===== config.mk =====
export PLATFORM = sky130hd
export DESIGN_NAME = idiv_int_div_iterative
export DESIGN_NICKNAME = d
export VERILOG_FILES = /design/src/rtl/idiv_pkg.sv /design/src/rtl/idiv_int_div_iterative_dpath.sv /design/src/rtl/idiv_int_div_iterative.sv
export SDC_FILE = /design/constraint.sdc
export NUM_CORES = 1
export LEC_CHECK = 0
export CAP_MARGIN = 20
export CORE_ASPECT_RATIO = 1.2
export CORE_UTILIZATION = 65
export DETAILED_ROUTE_END_ITERATION = 6
export DONT_BUFFER_PORTS = 1
export PLACE_DENSITY = 0.85
export SLEW_MARGIN = 20
export SYNTH_ARGS = -nofsm -noshare
export SYNTH_HDL_FRONTEND = slang
export SYNTH_SLANG_ARGS = --single-unit

===== constraint.sdc =====
create_clock -name clk -period 6.35 [get_ports clk]
set_input_delay 1.27 -clock clk [delete_from_list [all_inputs] [get_ports clk]]
set_output_delay 1.27 -clock clk [all_outputs]
set_load 0.01 [all_outputs]

===== src/rtl/idiv_pkg.sv =====
// Shared constants and bus payload types for the iterative integer divider.
// Optional signed mode is selected with the IDIV_INT_DIV_SIGNED_EN macro.
package idiv_pkg;

  localparam int unsigned IDIV_NBITS_DEFAULT = 32;
  localparam int unsigned ST_W               = 2;

  // FSM state encodings
  localparam logic [ST_W-1:0] ST_IDLE = 2'd0;
  localparam logic [ST_W-1:0] ST_CALC = 2'd1;
  localparam logic [ST_W-1:0] ST_DONE = 2'd2;
`ifdef IDIV_INT_DIV_SIGNED_EN
  localparam logic [ST_W-1:0] ST_SIGN = 2'd3;
`endif

  // Request payload: {dividend, divisor}
  typedef struct packed {
    logic [IDIV_NBITS_DEFAULT-1:0] dividend;
    logic [IDIV_NBITS_DEFAULT-1:0] divisor;
  } idiv_req_t;

  // Response payload: {quotient, remainder}
  typedef struct packed {
    logic [IDIV_NBITS_DEFAULT-1:0] quotient;
    logic [IDIV_NBITS_DEFAULT-1:0] remainder;
  } idiv_resp_t;

endpackage


===== src/rtl/idiv_int_div_iterative_dpath.sv =====
// Restoring-divider datapath: R/Q/D registers, trial subtractor, iteration
// counter and (with IDIV_INT_DIV_SIGNED_EN) operand/result sign handling.
module idiv_int_div_iterative_dpath
  import idiv_pkg::*;
#(
  parameter int unsigned NBITS = IDIV_NBITS_DEFAULT
) (
  input  logic             clk,
  input  logic             reset,
  input  logic             load,
  input  logic             step,
`ifdef IDIV_INT_DIV_SIGNED_EN
  input  logic             fix,
`endif
  input  logic [NBITS-1:0] dividend,
  input  logic [NBITS-1:0] divisor,
  output logic             count_zero_c,
  output logic [NBITS-1:0] quotient,
  output logic [NBITS-1:0] remainder
);

  localparam int unsigned CW = $clog2(NBITS) + 1;

  // R is conceptually NBITS+1 bits, but it always stays below D, so its top
  // bit is only ever non-zero in the shifted trial value and is not stored.
  logic [NBITS-1:0] r_q;
  logic [NBITS-1:0] q_q;
  logic [NBITS-1:0] d_q;
  logic [CW-1:0]    cnt_q;

  logic [NBITS:0]   r_sh;
  logic [NBITS:0]   t;
  logic [NBITS-1:0] q_ld;
  logic [NBITS-1:0] d_ld;

`ifdef IDIV_INT_DIV_SIGNED_EN
  logic a_neg;
  logic b_neg;
  logic b_zero;
  logic sq_ld;
  logic sr_ld;
  logic sq_q;
  logic sr_q;

  // Operand magnitudes and result signs; divide-by-zero keeps the raw dividend
  always_comb begin
    a_neg  = dividend[NBITS-1];
    b_neg  = divisor[NBITS-1];
    b_zero = (divisor == '0);
    q_ld   = dividend;
    d_ld   = divisor;
    if (a_neg && !b_zero) q_ld = ~dividend + NBITS'(1);
    if (b_neg)            d_ld = ~divisor + NBITS'(1);
    sq_ld  = !b_zero && (a_neg ^ b_neg);
    sr_ld  = !b_zero && a_neg;
  end
`else
  assign q_ld = dividend;
  assign d_ld = divisor;
`endif

  // One restoring step: shift {R,Q} left and trial-subtract D
  assign r_sh = {r_q, q_q[NBITS-1]};
  assign t    = r_sh - {1'b0, d_q};

  // Datapath registers
  always_ff @(posedge clk or posedge reset) begin
    if (reset) begin
      r_q   <= '0;
      q_q   <= '0;
      d_q   <= '0;
      cnt_q <= '0;
`ifdef IDIV_INT_DIV_SIGNED_EN
      sq_q  <= 1'b0;
      sr_q  <= 1'b0;
`endif
    end else if (load) begin
      r_q   <= '0;
      q_q   <= q_ld;
      d_q   <= d_ld;
      cnt_q <= CW'(NBITS);
`ifdef IDIV_INT_DIV_SIGNED_EN
      sq_q  <= sq_ld;
      sr_q  <= sr_ld;
`endif
    end else if (step) begin
      if (!t[NBITS]) begin
        r_q <= t[NBITS-1:0];
        q_q <= {q_q[NBITS-2:0], 1'b1};
      end else begin
        r_q <= r_sh[NBITS-1:0];
        q_q <= {q_q[NBITS-2:0], 1'b0};
      end
      cnt_q <= cnt_q - CW'(1);
`ifdef IDIV_INT_DIV_SIGNED_EN
    end else if (fix) begin
      if (sq_q) q_q <= ~q_q + NBITS'(1);
      if (sr_q) r_q <= ~r_q + NBITS'(1);
`endif
    end
  end

  // High when the current step is the last one (counter lands on zero)
  assign count_zero_c = (cnt_q == CW'(1));
  assign quotient     = q_q;
  assign remainder    = r_q;

endmodule


===== src/rtl/idiv_int_div_iterative.sv =====
// Iterative restoring integer divider with val/rdy request/response ports.
// One quotient bit per cycle; IDIV_INT_DIV_SIGNED_EN enables signed operands.
module idiv_int_div_iterative
  import idiv_pkg::*;
#(
  parameter int unsigned NBITS = IDIV_NBITS_DEFAULT
) (
  input  logic               clk,
  input  logic               reset,
  input  logic               req_val,
  output logic               req_rdy,
  input  logic [2*NBITS-1:0] req_msg,
  output logic               resp_val,
  input  logic               resp_rdy,
  output logic [2*NBITS-1:0] resp_msg
);

  logic [ST_W-1:0]  state_q;
  logic [ST_W-1:0]  state_next;
  logic             load_c;
  logic             step_c;
  logic             count_zero_c;
  logic [NBITS-1:0] quotient;
  logic [NBITS-1:0] remainder;
`ifdef IDIV_INT_DIV_SIGNED_EN
  logic             fix_c;
`endif

  // State and registered handshake outputs
  always_ff @(posedge clk or posedge reset) begin
    if (reset) begin
      state_q  <= ST_IDLE;
      req_rdy  <= 1'b1;
      resp_val <= 1'b0;
    end else begin
      state_q  <= state_next;
      req_rdy  <= (state_next == ST_IDLE);
      resp_val <= (state_next == ST_DONE);
    end
  end

  // Next-state and datapath control
  always_comb begin
    state_next = state_q;
    load_c     = 1'b0;
    step_c     = 1'b0;
`ifdef IDIV_INT_DIV_SIGNED_EN
    fix_c      = 1'b0;
`endif
    case (state_q)
      ST_IDLE: begin
        if (req_val && req_rdy) begin
          load_c     = 1'b1;
          state_next = ST_CALC;
        end
      end
      ST_CALC: begin
        step_c = 1'b1;
        if (count_zero_c) begin
`ifdef IDIV_INT_DIV_SIGNED_EN
          state_next = ST_SIGN;
`else
          state_next = ST_DONE;
`endif
        end
      end
`ifdef IDIV_INT_DIV_SIGNED_EN
      ST_SIGN: begin
        fix_c      = 1'b1;
        state_next = ST_DONE;
      end
`endif
      ST_DONE: begin
        if (resp_rdy) state_next = ST_IDLE;
      end
      default: state_next = ST_IDLE;
    endcase
  end

  idiv_int_div_iterative_dpath #(
    .NBITS (NBITS)
  ) u_dpath (
    .clk          (clk),
    .reset        (reset),
    .load         (load_c),
    .step         (step_c),
`ifdef IDIV_INT_DIV_SIGNED_EN
    .fix          (fix_c),
`endif
    .dividend     (req_msg[2*NBITS-1:NBITS]),
    .divisor      (req_msg[NBITS-1:0]),
    .count_zero_c (count_zero_c),
    .quotient     (quotient),
    .remainder    (remainder)
  );

  // Result registers drive the response payload directly
  assign resp_msg = {quotient, remainder};

endmodule

* After elaboration in Yosys (flattened, before gate mapping)
Index checks and enable logic that the tools add are counted.
Word-level totals: register bits after elaboration 106, input bits 68, output and inout port bits 66, word-level logic and storage cells 32
Operators by class: add/sub/neg operators 2, equality and inequality tests 4, mux-type cells 15, reduce and logical (&&, ||, !) cells 4
Operators with widths (number):
- two-way mux 32 bit | 5
- subtractor 33 x 32 -> 33 bit | 1
- two-way mux 6 bit | 2
- equality test 6 x 1 -> 1 bit (second input constant) | 1
- two-way mux 2 bit | 3
- one-hot mux 2 bit (3 select lines) | 1
- subtractor 6 x 1 -> 6 bit (second input constant) | 1
- equality test 2 bit (second input constant) | 2
- zero test 2 bit | 2
- two-way mux 1 bit | 4
- equality test 2 x 1 -> 1 bit (second input constant) | 1
- nonzero test 2 bit | 1
- logical AND 1 bit | 1

* Logic depth before layout (Yosys ltp)
Gate-level depths: netlist of the first run.
depth in word-level cells 4, depth in mapped cells 13, depth with buffers taken out 12

* Hierarchy
Synthesis of the first run repeated with hierarchy kept, for this count alone.
Unflattened totals: cell total of the unflattened synthesis 773, area total of the unflattened synthesis 6736.5 sq um
By module, submodules not included:
- idiv_int_div_iterative_dpath | times used 1, cells each 757, area an instance 6550.0 sq um, sequential area each 2552.4 sq um
- idiv_int_div_iterative | times used 1, cells each 16, area an instance 186.4 sq um, sequential area each 101.3 sq um

* Least setup slack after synthesis of the first run
OpenSTA, ideal clock, no wires.
kind register -> register, start reg u_dpath.q_q[31] (netlist: u_dpath.quotient[31]), end reg u_dpath.r_q[0] (netlist: u_dpath.remainder[0]), library setup time 83 ps, arrival 3082 ps, required time 6267 ps, setup slack 3185 ps, stages on the path, launching flop included 13, buffers on the path 0, clock period less this slack 3165 ps, cells stage by stage dfrtp_1 -> inv_1 -> ha_1 -> inv_1 -> fa_1 -> a211o_1 -> a211o_1 -> a31oi_4 -> a211oi_2 -> o21a_1 -> o211ai_4 -> mux2_2 -> o21ai_0
Between the ends: longest elaborated chain between the ends 4
RTL lines:
- from (decl) | RTL line idiv_int_div_iterative_dpath.sv:27 | logic [NBITS-1:0] q_q;
- from (signal assigned) | RTL line idiv_int_div_iterative_dpath.sv:79 | q_q <= q_ld;
- from (signal assigned) | RTL line idiv_int_div_iterative_dpath.sv:89 | q_q <= {q_q[NBITS-2:0], 1'b1};
- from (signal assigned) | RTL line idiv_int_div_iterative_dpath.sv:92 | q_q <= {q_q[NBITS-2:0], 1'b0};
- subtractor 33 x 32 -> 33 bit | RTL line idiv_int_div_iterative_dpath.sv:64 | assign t = r_sh - {1'b0, d_q};
- two-way mux 32 bit * | RTL line idiv_int_div_iterative_dpath.sv:87 | if (!t[NBITS]) begin
- two-way mux 32 bit * | RTL line idiv_int_div_iterative_dpath.sv:86 | end else if (step) begin
- two-way mux 32 bit * | RTL line idiv_int_div_iterative_dpath.sv:77 | end else if (load) begin
- to (signal assigned) | RTL line idiv_int_div_iterative_dpath.sv:88 | r_q <= t[NBITS-1:0];
- to (signal assigned) | RTL line idiv_int_div_iterative_dpath.sv:91 | r_q <= r_sh[NBITS-1:0];
- to (decl) | RTL line idiv_int_div_iterative_dpath.sv:26 | logic [NBITS-1:0] r_q;
Mark *: on every way between the ends. The rest lies on a longest branch, timed or not. The select of a mux whose other input is x is not followed. A chain may end at the register's enable or synchronous reset.

* Final worst setup path of the first run
Ends and elaborated chain as after synthesis.

==> metrics, run 1 <==
RSZ-0062 raised after global routing=false; Max Cap Viol=0; clock network latency to the later pin of the worst-skew pair=0.35 ns; Synth Area per Inst=8.75 um2; Total GRT Usage=0.306; cts repair resizes=0; Clock Pin Slew Worst Setup and Hold Paths=0.07 ns; CTS buffer count=9; Critical Path Sink Type=flop; Final Setup Violations=0; row count=39; Mapped Nets=833; layout cells sized above 1=0.0506; DRT antenna net count=0; Max Slew Vio Count=0; Finished Layout Cells=834; Reg2Reg Capture Point=u_dpath.remainder[0]$_DFFE_PP0P_; Worst R2R Start=u_dpath.quotient[31]$_DFFE_PP0P_; first-pass GRT wire length=24,800 um; worst setup margin=2.12 ns; Initial Util=0.672; Die Y=111 um; largest net degree at the start of global routing=96; clock sink total=106; grt ovf=0; fill count=737; Ys Warns=0; critical path arrival=4.49 ns; clock root cell=clkbuf_16; ant diodes=0; CTS Hold Bufs=0; status=finished clean; Layout area overhead=5.50%; dpl cells=818; Post-CTS Setup Inserts=0; Top FF cell, synth=dfrtp_1; routed len/inst=18.2 um; dominant cells by area after synthesis=dfrtp_1 (41%), nand2_1 (7.3%), ha_1 (6.7%), o21ai_0 (4.7%), mux2i_1 (4.1%); Crit Path Max Fanout=26; commonest non-fill, non-tap cell in the layout=nand2_1; worst slack, placed=2.13 ns; final wirelength=15,200 um; startpoint type of the worst setup path=flop; Hold Fails Final Rpt=0; Clock Path Buffers=2; number of enable flip-flop cells after synthesis=0; slew margin rel.=0.358; initial antenna violation count=0; Least-Margin Pin Slew=0.958 ns; final setup TNS=0 ns; HPWL after detailed placement=11,000 um; gpl congestion=0.887; Die Wd=92.5 um; IO Count=134; area leader, netlist=dfrtp_1; utilization after layout=0.709; FF-to-FF path depth=13; Worst Setup SP=u_dpath.quotient[31]$_DFFE_PP0P_; Post-Synthesis Cell Area=6390 um2; min-delay worst type=reg -> reg; crit path to=u_dpath.remainder[0]$_DFFE_PP0P_; # H-tree levels=3; CORE AREA=9520 um2; Post-Synthesis Cells=730; Cell variety after synth=57; fin crit share=0.665; Critical Setup Path Class=reg -> reg; Port Buf Inserts=0; DRC Markers=0; top-area cell type share of the netlist area=0.411; die area=10,200 um2; sequential share of the synthesized area=0.415; Starting DRT DRC Count=261; CTS tree=yes; Fmax achieved=237 MHz; most frequent cells in the layout=nand2_1 (124), dfrtp_1 (105), o21ai_0 (60), nand3_1 (41), inv_1 (39); Final Critical Period=4.23 ns; final setup skew=0.00775 ns; vias per inst=6.35; nets=809; flops & latches, synth=106; number of global-route vias before repair=5,498; post-synthesis async set-or-reset flop share=1.00; detailed-route via count=5,299; critical path data required time=6.61 ns; TritonRoute pass-1 iters=5; R2R Setup Slk=2.12 ns
-- through the flow --
stage	hold slack [ns]	area [um2]
CTS	0.486	6740
detailed placement	0.474	6410
floorplan	0.447	6390
global placement	0.462	6410
global route	0.524	6740
finish	0.497	6740
-- kinds of logic after synthesis --
kind of cell	count (synthesis)	synth area share
AOI/OAI and AO/OA	220	0.221
xor gates and xnor gates	28	0.0384
adders and majority gates	35	0.0697
buffers and inverters	82	0.0538
DFF	106	0.415
muxes	27	0.0425
and+or+nand+nor	232	0.159
-- registers in the layout, summed over array words and instances (netlist names) --
register,flops
u_dpath.d_q,32
u_dpath.remainder,32
req_rdy,1
u_dpath.quotient,32
resp_val,1
state_q,2
u_dpath.cnt_q,6
-- worst max-delay path, stage by stage, from the launching register on --
cell      delay [ns]
dfrtp_1         0.43
inv_1           0.10
ha_1            0.17
inv_1           0.05
fa_1            0.42
a211o_1         0.33
a211o_1         0.36
a31oi_4         0.24
a211oi_2        0.13
o21a_1          0.25
o211ai_4        0.79
buf_4           0.36
mux2_2          0.36
o21ai_0         0.14
-- cell type report --
cell class              instances  area (um2)  area share
repair buffers                  7        52.6     0.00779
clock inverters                 6        98.8      0.0147
clock buffers                  10         229      0.0340
multi-input cells             542        3400       0.505
flip-flops and latches        106        2650       0.394
inverters                      40         153      0.0226
well taps                     123         154      0.0228
-- synthesized netlist by cell type (all sizes together), types with 2 or more instances --
cell type / n
inv: 40
clkbuf: 31
a211o: 4
a21o: 12
or4: 2
o41ai: 3
dfrtp: 105
buf: 11
mux2i: 26
o311ai: 2
and3: 6
nor4: 2
nor3: 8
a211oi: 6
a311oi: 2
xnor2: 20
ha: 34
or2: 2
o22ai: 2
a21oi: 38
nand3: 41
nand4: 3
a32oi: 4
nor2b: 2
nand2: 124
a31oi: 5
o2111ai: 2
o211ai: 7
a22oi: 32
nand2b: 7
a21boi: 3
xor2: 8
o21a: 7
nor2: 29
o21bai: 2
or3: 2
o21ai: 85
-- metal layers --
metal / vias to the layer above / track usage / part of all wire
met5: - / 0 / 0
met4: 0 / 0.142 / 0.028
met3: 38 / 0.0668 / 0.055
met2: 191 / 0.538 / 0.52
met1: 2538 / 0.350 / 0.39
li1: 2532 / - / -
-- how the worst min path moves through the flow --
stage	slack [ns]	endpoint	depth (start not counted)	startpoint
final	0.50	u_dpath.cnt_q[4]$_DFFE_PP0P_	1	u_dpath.cnt_q[4]$_DFFE_PP0P_
after global routing	0.52	u_dpath.cnt_q[4]$_DFFE_PP0P_	1	u_dpath.cnt_q[4]$_DFFE_PP0P_
after CTS	0.49	u_dpath.cnt_q[4]$_DFFE_PP0P_	1	u_dpath.cnt_q[4]$_DFFE_PP0P_
after detailed placement	0.47	u_dpath.cnt_q[4]$_DFFE_PP0P_	1	u_dpath.cnt_q[4]$_DFFE_PP0P_
after global placement	0.46	u_dpath.cnt_q[4]$_DFFE_PP0P_	1	u_dpath.cnt_q[4]$_DFFE_PP0P_
after floorplan	0.45	u_dpath.cnt_q[4]$_DFFE_PP0P_	1	u_dpath.cnt_q[4]$_DFFE_PP0P_
Power of run 1 is left out: the tool's default activity adds up to more than one toggle a clock period on the data nets, which glitch-free logic cannot reach.
==> run 2: changes to the inputs <==
--- a/config.mk
+++ b/config.mk
@@ -7,10 +7,10 @@
 export LEC_CHECK = 0
 export CAP_MARGIN = 20
 export CORE_ASPECT_RATIO = 1.2
-export CORE_UTILIZATION = 65
+export CORE_UTILIZATION = 64
 export DETAILED_ROUTE_END_ITERATION = 6
 export DONT_BUFFER_PORTS = 1
-export PLACE_DENSITY = 0.85
+export PLACE_DENSITY = 0.84
 export SLEW_MARGIN = 20
 export SYNTH_ARGS = -nofsm -noshare
 export SYNTH_HDL_FRONTEND = slang
==> constraint.sdc (replaced) <==
create_clock -name clk -period 4.4 [get_ports clk]
set_input_delay 0.88 -clock clk [delete_from_list [all_inputs] [get_ports clk]]
set_output_delay 0.88 -clock clk [all_outputs]
set_load 0.01 [all_outputs]
==> metrics, run 2 (same netlist as run 1, synthesis figures left out) <==
status=finished clean; Max Cap Viol=0; layout cells sized above 1=0.0547; Die Y=111 um; RSZ-0062 raised after global routing=false; cts repair resizes=0; final setup TNS=0 ns; Post-CTS Setup Inserts=0; final setup skew=0.00906 ns; detailed-route via count=5,301; row count=39; Initial Util=0.665; area of the multi-input gates=3400 um2; DRC Markers=0; routed len/inst=18.0 um; initial antenna violation count=0; Hold Fails Final Rpt=0; HPWL after detailed placement=11,100 um; crit-path max cell delay=0.43 ns; number of global-route vias before repair=5,453; Critical Path Stages=13; slowest CP cell=dfrtp_1; Starting DRT DRC Count=295; Die Wd=93.2 um; critical path arrival=3.91 ns; die area=10,400 um2; gpl congestion=0.915; Worst Setup SP=u_dpath.quotient[31]$_DFFE_PP0P_; min-delay worst type=reg -> reg; final wirelength=15,100 um; crit path to=u_dpath.remainder[0]$_DFFE_PP0P_; nets=811; critical path data required time=4.67 ns; grt ovf=0; Max Slew Vio Count=0; most frequent cells in the layout=nand2_1 (124), dfrtp_1 (105), o21ai_0 (60), nand3_1 (41), inv_1 (39); CTS tree=yes; startpoint type of the worst setup path=flop; CTS buffer count=9; utilization after layout=0.702; vias per inst=6.34; CORE AREA=9610 um2; Clock Path Buffers=2; fin crit share=0.827; clock sink total=106; Final Setup Violations=0; R2R Setup Slk=0.76 ns; commonest non-fill, non-tap cell in the layout=nand2_1; register area=2650 um2; slew margin rel.=0.478; Clock Pin Slew Worst Setup and Hold Paths=0.07 ns; largest net degree at the start of global routing=66; Reg2Reg Capture Point=u_dpath.remainder[0]$_DFFE_PP0P_; CTS Hold Bufs=0; TritonRoute pass-1 iters=5; Fmax achieved=275 MHz; dpl cells=820; ant diodes=0; clock network latency to the later pin of the worst-skew pair=0.36 ns; Finished Layout Cells=836; Critical Path Sink Type=flop; Worst path top cell family by delay=compound AO/OA/AOI/OAI gates; first-pass GRT wire length=25,400 um; DRT antenna net count=0; CP Buf/Inv Count=3; fill count=752; # H-tree levels=3; Critical Setup Path Class=reg -> reg; Least-Margin Pin Slew=0.783 ns; Worst R2R Start=u_dpath.quotient[31]$_DFFE_PP0P_; worst-path cell chain=inv_1 -> ha_1 -> inv_1 -> fa_1 -> a211o_1 -> a211o_1 -> a31oi_4 -> a211oi_2 -> o21a_1 -> o211ai_4 -> buf_4 -> mux2_2 -> o21ai_0; clock root cell=clkbuf_16; Port Buf Inserts=0; Layout area overhead=5.58%; Crit Path Max Fanout=23; IO Count=134; FF-to-FF path depth=13; Final Critical Period=3.64 ns; Total GRT Usage=0.306
-- run 2: how the worst min path moves through the flow --
stage	cells after the start	slack, ns	end	startpoint
6_report	2	0.49	u_dpath.d_q[0]$_DFFE_PP0P_	u_dpath.d_q[0]$_DFFE_PP0P_
5_1_grt	2	0.53	u_dpath.d_q[0]$_DFFE_PP0P_	u_dpath.d_q[0]$_DFFE_PP0P_
4_1_cts	2	0.49	u_dpath.d_q[0]$_DFFE_PP0P_	u_dpath.d_q[0]$_DFFE_PP0P_
3_5_place_dp	2	0.48	u_dpath.d_q[0]$_DFFE_PP0P_	u_dpath.d_q[0]$_DFFE_PP0P_
3_3_place_gp	1	0.46	u_dpath.cnt_q[4]$_DFFE_PP0P_	u_dpath.cnt_q[4]$_DFFE_PP0P_
2_1_floorplan	1	0.45	u_dpath.cnt_q[4]$_DFFE_PP0P_	u_dpath.cnt_q[4]$_DFFE_PP0P_
-- run 2: per-stage QoR --
step	hold slack (ns)	area, um2	setup slack [ns]
floorplan	0.447	6390	0.733
global placement	0.461	6430	0.906
detailed placement	0.476	6430	0.782
CTS	0.494	6750	0.742
global route	0.527	6750	0.585
finish	0.486	6750	0.759
-- run 2: layout make-up --
cell class / count / share of cell area
multi-input combinational: 542 / 0.504
sequential: 106 / 0.393
clock buffer: 9 / 0.0334
tap: 123 / 0.0228
inverter: 40 / 0.0226
clock inverter: 7 / 0.0137
timing repair buffer: 9 / 0.0100
-- run 2: worst min-delay path, delay by kind of cell, from the launching register on --
family	cells	cell delay, ns
flip-flops	1	0.35
AND/OR/NAND/NOR	2	0.11
-- run 2: routing by layer --
layer / vias to the layer above / GRT usage / routed length [um]
met5: - / 0 / 0
met4: 0 / 0.123 / 324
met3: 29 / 0.0642 / 840
met2: 188 / 0.546 / 7760
met1: 2535 / 0.354 / 6150
li1: 2549 / - / -
Power of run 2 is left out for the same reason.
